<file path="config.mk">
export PLATFORM = sky130hd
export DESIGN_NAME = sigmoid_logit
export DESIGN_NICKNAME = d
export VERILOG_FILES = /design/src/rtl/sigmoid_logit.sv
export SDC_FILE = /design/constraint.sdc
export NUM_CORES = 1
export LEC_CHECK = 0
export BUFFER_PORTS_ARGS = -buffer_cell sky130_fd_sc_hd__buf_2
export CAP_MARGIN = 10
export CORE_MARGIN = 2
export CORE_UTILIZATION = 38
export CTS_CLUSTER_DIAMETER = 30
export DETAILED_ROUTE_END_ITERATION = 12
export GPL_ROUTABILITY_DRIVEN = 0
export PLACE_DENSITY_LB_ADDON = 0.2
export SLEW_MARGIN = 10
export SYNTH_ARGS = -nofsm -noshare
export SYNTH_HDL_FRONTEND = slang
export SYNTH_SLANG_ARGS = --single-unit
</file>
<file path="constraint.sdc">
create_clock -name clk -period 10.5 [get_ports clk]
set_input_delay 0.525 -clock clk [delete_from_list [all_inputs] [get_ports clk]]
set_output_delay 0.525 -clock clk [all_outputs]
set_load 0.01 [all_outputs]
</file>
<file path="src/rtl/sigmoid_logit.sv">
// Inverse piecewise-linear sigmoid: maps a probability code back to a signed logit.
// 3-stage valid/ready pipeline; optional range-error counter via SIGMOID_LOGIT_ERRCNT_EN.
module sigmoid_logit #(
  parameter int unsigned SIG_ONE = 1874,
  parameter int unsigned X_SAT   = 13558
) (
  input  logic        clk,
  input  logic        reset,
`ifdef SIGMOID_LOGIT_ERRCNT_EN
  input  logic        err_clr,
  output logic [15:0] err_cnt,
`endif
  input  logic        in_valid,
  output logic        in_ready,
  input  logic [31:0] y,
  output logic        out_valid,
  input  logic        out_ready,
  output logic [31:0] x,
  output logic        sat,
  output logic        range_err
);

  localparam int unsigned HALF = SIG_ONE >> 1;

  logic        w_en;

  logic        w_s1_rerr;
  logic [10:0] w_s1_yc;
  logic        w_s1_neg;
  logic [10:0] w_s1_ym;

  logic [10:0] w_s2_yk;
  logic [14:0] w_s2_xk;
  logic [3:0]  w_s2_sk;
  logic        w_s2_sat;
  logic [10:0] w_s2_diff;

  logic [31:0] w_xp;
  logic [31:0] w_x;

  logic        r_s1_valid;
  logic        r_s1_neg;
  logic        r_s1_rerr;
  logic [10:0] r_s1_ym;

  logic        r_s2_valid;
  logic        r_s2_neg;
  logic        r_s2_rerr;
  logic        r_s2_sat;
  logic [14:0] r_s2_xk;
  logic [10:0] r_s2_diff;
  logic [3:0]  r_s2_sk;

  logic        r_out_valid;
  logic [31:0] r_x;
  logic        r_sat;
  logic        r_range_err;

  assign w_en      = !r_out_valid || out_ready;
  assign in_ready  = w_en;
  assign out_valid = r_out_valid;
  assign x         = r_x;
  assign sat       = r_sat;
  assign range_err = r_range_err;

  // S1: clamp to SIG_ONE and fold the lower half onto the upper half.
  always_comb begin
    w_s1_rerr = (y > SIG_ONE);
    w_s1_yc   = w_s1_rerr ? 11'(SIG_ONE) : y[10:0];
    w_s1_neg  = (w_s1_yc < 11'(HALF));
    w_s1_ym   = w_s1_neg ? (11'(SIG_ONE) - w_s1_yc) : w_s1_yc;
  end

  // S2: breakpoint search, highest segment first.
  always_comb begin
    w_s2_yk  = 11'd937;
    w_s2_xk  = 15'd0;
    w_s2_sk  = 4'd2;
    w_s2_sat = 1'b0;
    if (r_s1_ym >= 11'd1872) begin
      w_s2_yk  = r_s1_ym;
      w_s2_xk  = 15'(X_SAT);
      w_s2_sk  = 4'd0;
      w_s2_sat = 1'b1;
    end else if (r_s1_ym >= 11'd1867) begin
      w_s2_yk = 11'd1867; w_s2_xk = 15'd10954; w_s2_sk = 4'd9;
    end else if (r_s1_ym >= 11'd1862) begin
      w_s2_yk = 11'd1862; w_s2_xk = 15'd9644;  w_s2_sk = 4'd8;
    end else if (r_s1_ym >= 11'd1852) begin
      w_s2_yk = 11'd1852; w_s2_xk = 15'd8323;  w_s2_sk = 4'd7;
    end else if (r_s1_ym >= 11'd1831) begin
      w_s2_yk = 11'd1831; w_s2_xk = 15'd6978;  w_s2_sk = 4'd6;
    end else if (r_s1_ym >= 11'd1788) begin
      w_s2_yk = 11'd1788; w_s2_xk = 15'd5578;  w_s2_sk = 4'd5;
    end else if (r_s1_ym >= 11'd1693) begin
      w_s2_yk = 11'd1693; w_s2_xk = 15'd4055;  w_s2_sk = 4'd4;
    end else if (r_s1_ym >= 11'd1436) begin
      w_s2_yk = 11'd1436; w_s2_xk = 15'd1996;  w_s2_sk = 4'd3;
    end
    w_s2_diff = r_s1_ym - w_s2_yk;
  end

  // S3: one's-complement mirror matches the forward sigmoid's negative fold.
  always_comb begin
    w_xp = {17'd0, r_s2_xk} + ({21'd0, r_s2_diff} << r_s2_sk);
    w_x  = r_s2_neg ? ~w_xp : w_xp;
  end

  always_ff @(posedge clk) begin
    if (reset) begin
      r_s1_valid  <= 1'b0;
      r_s1_neg    <= 1'b0;
      r_s1_rerr   <= 1'b0;
      r_s1_ym     <= 11'd0;
      r_s2_valid  <= 1'b0;
      r_s2_neg    <= 1'b0;
      r_s2_rerr   <= 1'b0;
      r_s2_sat    <= 1'b0;
      r_s2_xk     <= 15'd0;
      r_s2_diff   <= 11'd0;
      r_s2_sk     <= 4'd0;
      r_out_valid <= 1'b0;
      r_x         <= 32'd0;
      r_sat       <= 1'b0;
      r_range_err <= 1'b0;
    end else if (w_en) begin
      r_s1_valid <= in_valid;
      if (in_valid) begin
        r_s1_neg  <= w_s1_neg;
        r_s1_rerr <= w_s1_rerr;
        r_s1_ym   <= w_s1_ym;
      end
      r_s2_valid <= r_s1_valid;
      if (r_s1_valid) begin
        r_s2_neg  <= r_s1_neg;
        r_s2_rerr <= r_s1_rerr;
        r_s2_sat  <= w_s2_sat;
        r_s2_xk   <= w_s2_xk;
        r_s2_diff <= w_s2_diff;
        r_s2_sk   <= w_s2_sk;
      end
      r_out_valid <= r_s2_valid;
      if (r_s2_valid) begin
        r_x         <= w_x;
        r_sat       <= r_s2_sat;
        r_range_err <= r_s2_rerr;
      end
    end
  end

`ifdef SIGMOID_LOGIT_ERRCNT_EN
  logic [15:0] r_err_cnt;

  assign err_cnt = r_err_cnt;

  always_ff @(posedge clk) begin
    if (reset || err_clr) begin
      r_err_cnt <= 16'd0;
    end else if (r_out_valid && out_ready && r_range_err && (r_err_cnt != 16'hFFFF)) begin
      r_err_cnt <= r_err_cnt + 16'd1;
    end
  end
`endif

endmodule
</file>
==> metrics <==
Least-Margin Pin Slew 967 ps; Crit Path Class flop to flop; fin crit period 4250 ps; YS warnings 0; die footprint 16200 µm²; Routed wire per std cell 15.5 µm; final core utilization 43.5%; post-synthesis instance total 742; grt total ovfl 0; Max clock buf depth 2; Antenna Cells 0; Worst Hold Class flop to flop; # Post-CTS Setup Buffers 0; DP HPWL 11.4 mm; initial core utilization 38.5%; layout cells sized above 1 15.3%; vias in the first global route 5206; post-cts resize count 0; fmax 0.235 GHz; Max-slew headroom 35.5%; CP Capture Type flop; pwr/cell area 120 nW/µm²; Root Buffer clkbuf_16; synthesized area 5790 µm²; core footprint 15000 µm²; design area 6540 µm²; Routed WL 15.2 mm; Max Cap Viol 0; Clock transition at path regs 60 ps; Synth Flop Type dfxtp_1; Slew Limit Fails 0; met3 usage 2.89%; # fillers 1523; Clock Sinks 78; Post-synth ARST share 0%; grt met2 use 31.4%; Synth Register Bits 78; DRT Pass-1 Iters 5; Cell Rows 45; Max VDD drop 0.0776 mV; outcome complete, no violations; worst path required time 10740 ps; CTS tree built; first-pass GRT wire length 25.6 mm; GRT Util Overall 19.1%; RSZ-0062 raised after global routing false; hold_ws 449 ps; total I/O pin count 72; initial antenna violation count 0; Clk Latency, worst-skew pair 350 ps; Post-CTS Hold Fix Bufs 0; multi-input combinational cell area 3980 µm²; setup TNS 0 ps; Layout Nets 849; vias post-DR 5653; placed inst area 6220 µm²; CTS Buf Count 9; number of DRC markers in iteration 0 417; Crit Path Max Fanout 26; drt via density 5.77; Tcrit/Tclk final 40.4%; DR DRC count 0; largest net degree at the start of global routing 59; Leak Pwr 2.56 nW; nature of the critical path startpoint flop; GRT met1 Usage 25.5%; Fin. Hold Viols 0; Die X 127 µm; Seq. cell area 1560 µm²; syn avg cell area 7.81 µm²; Post-Route Skew 8.25 ps; Setup-failing EPs final 0; Synth-to-Final Area Change 12.9%; syn nets 805; EDFF count, synth 0; WP data arrival 4490 ps; Port-buffer cells 71; Routed Antenna Nets 0; H-tree Lvls 3; Die Span Y 127 µm; sequential fraction of the synthesis area 27.0%; Yosys cell types 75; GR peak layer met2
==> final timing paths <==
check / from / end / slack (ps) / depth (start not counted)
worst max-delay path: r_s2_sk[1] / x[22] / 6250 / 12
worst min-delay path: r_s2_rerr / range_err / 450 / 2
worst max register to register: r_s2_sk[1] / x[22] / 6250 / 12
worst min register to register: r_s2_rerr / range_err / 450 / 2
==> where the power goes <==
group	leakage [nW]	total [mW]	internal (mW)	switching [mW]
sequential	0.636	0.324	0.308	0.0161
combinational	1.76	0.121	0.0521	0.0687
clock	0.160	0.337	0.209	0.128
==> state kept, by name, summed over array words and instances (netlist names) <==
register and flops:
r_s2_rerr 1, r_s2_valid 1, r_s2_sat 1, range_err 1, sat 1, r_s2_xk 14, r_s1_ym 11, r_s2_diff 11
r_s1_rerr 1, r_s2_sk 4, r_s2_neg 1, out_valid 1, r_s1_valid 1, r_s1_neg 1, x 28
==> cell families after synthesis <==
kind of cell	after synthesis	share of synthesized area, %
flip-flops	78	27.0
buffers and inverters	57	4.41
adder cells (fa/ha/maj)	27	6.09
AO/OA/AOI/OAI	227	25.6
AND/OR/NAND/NOR	275	22.7
XOR/XNOR	52	7.86
multiplexers	26	6.41
==> cell usage in the layout (no fill, tap or decap), drive strengths merged, types with 4 or more instances in the layout <==
cell type	instances
mux2	10
dfxtp	78
nor2	74
nand2	88
or2	7
and3	7
a211oi	23
or3	6
a21oi	76
clkbuf	9
or4	9
o21bai	5
mux4	7
a21o	7
mux2i	9
a31oi	7
clkinv	4
o211ai	11
and2	6
ha	25
nor4	11
nand3	22
o31ai	9
nor2b	8
nand2b	4
inv	15
o2111ai	4
o21a	7
o21ai	43
buf	76
xnor2	41
xor2	11
a22oi	6
nor3	20
==> metal layers <==
layer  share of wire [%]  up-vias
met1                  47     2670
li1                    -     2811
met3                 3.8       24
met5                   0        -
met4                 2.1        0
met2                  47      148
==> final cells by class <==
type | instances | share of cell area [%]
repair buffers | 76 | 6.01
well taps | 188 | 3.60
flip-flops and latches | 78 | 23.9
inverters | 14 | 0.804
clock inverters | 7 | 1.47
multi-input cells | 607 | 60.8
clock buffers | 9 | 3.44
==> synthesized netlist by cell type (5+ instances only) <==
cell type | instances | area (µm²)
a31oi_1 | 7 | 43.8
or2_2 | 5 | 31.3
a21oi_1 | 76 | 380
nor2b_1 | 8 | 50.1
nor3_1 | 19 | 95.1
a21o_1 | 7 | 52.6
xnor2_1 | 41 | 359
ha_1 | 25 | 313
a211oi_1 | 23 | 173
o211ai_1 | 10 | 75.1
a22oi_1 | 6 | 45.0
clkbuf_1 | 29 | 109
and3_1 | 6 | 37.5
o31ai_1 | 9 | 67.6
nor2_1 | 74 | 278
xor2_1 | 11 | 96.3
mux2_2 | 9 | 101
o21bai_1 | 5 | 37.5
mux2i_1 | 9 | 90.1
and2_1 | 5 | 31.3
inv_1 | 13 | 48.8
o21ai_0 | 42 | 210
or3_1 | 6 | 37.5
dfxtp_1 | 78 | 1560
nand2_1 | 87 | 327
nand3_1 | 22 | 110
or4_1 | 9 | 67.6
nor4_1 | 11 | 68.8
o21a_1 | 7 | 52.6
==> metrics by stage <==
stage	instances	power, mW	worst slack, ps
final	979	0.782	6250
after global routing	979	0.819	5910
after CTS	979	0.789	6280
after detailed placement	963	0.450	6300
after global placement	963	0.447	6370
after floorplan	742	0.415	6970
==> worst max-delay path, cell delays in order, from the launching register on <==
cell and delay (ps):
dfxtp_1 920, mux2_2 460, mux4_2 540, nand2_1 100, o21ai_0 110, ha_1 380, o2111ai_1 120, a21o_1 180
o21ai_0 140, a211oi_1 110, o21a_1 270, or4_1 540, a32o_1 260
(Power assumes the default switching activity.)
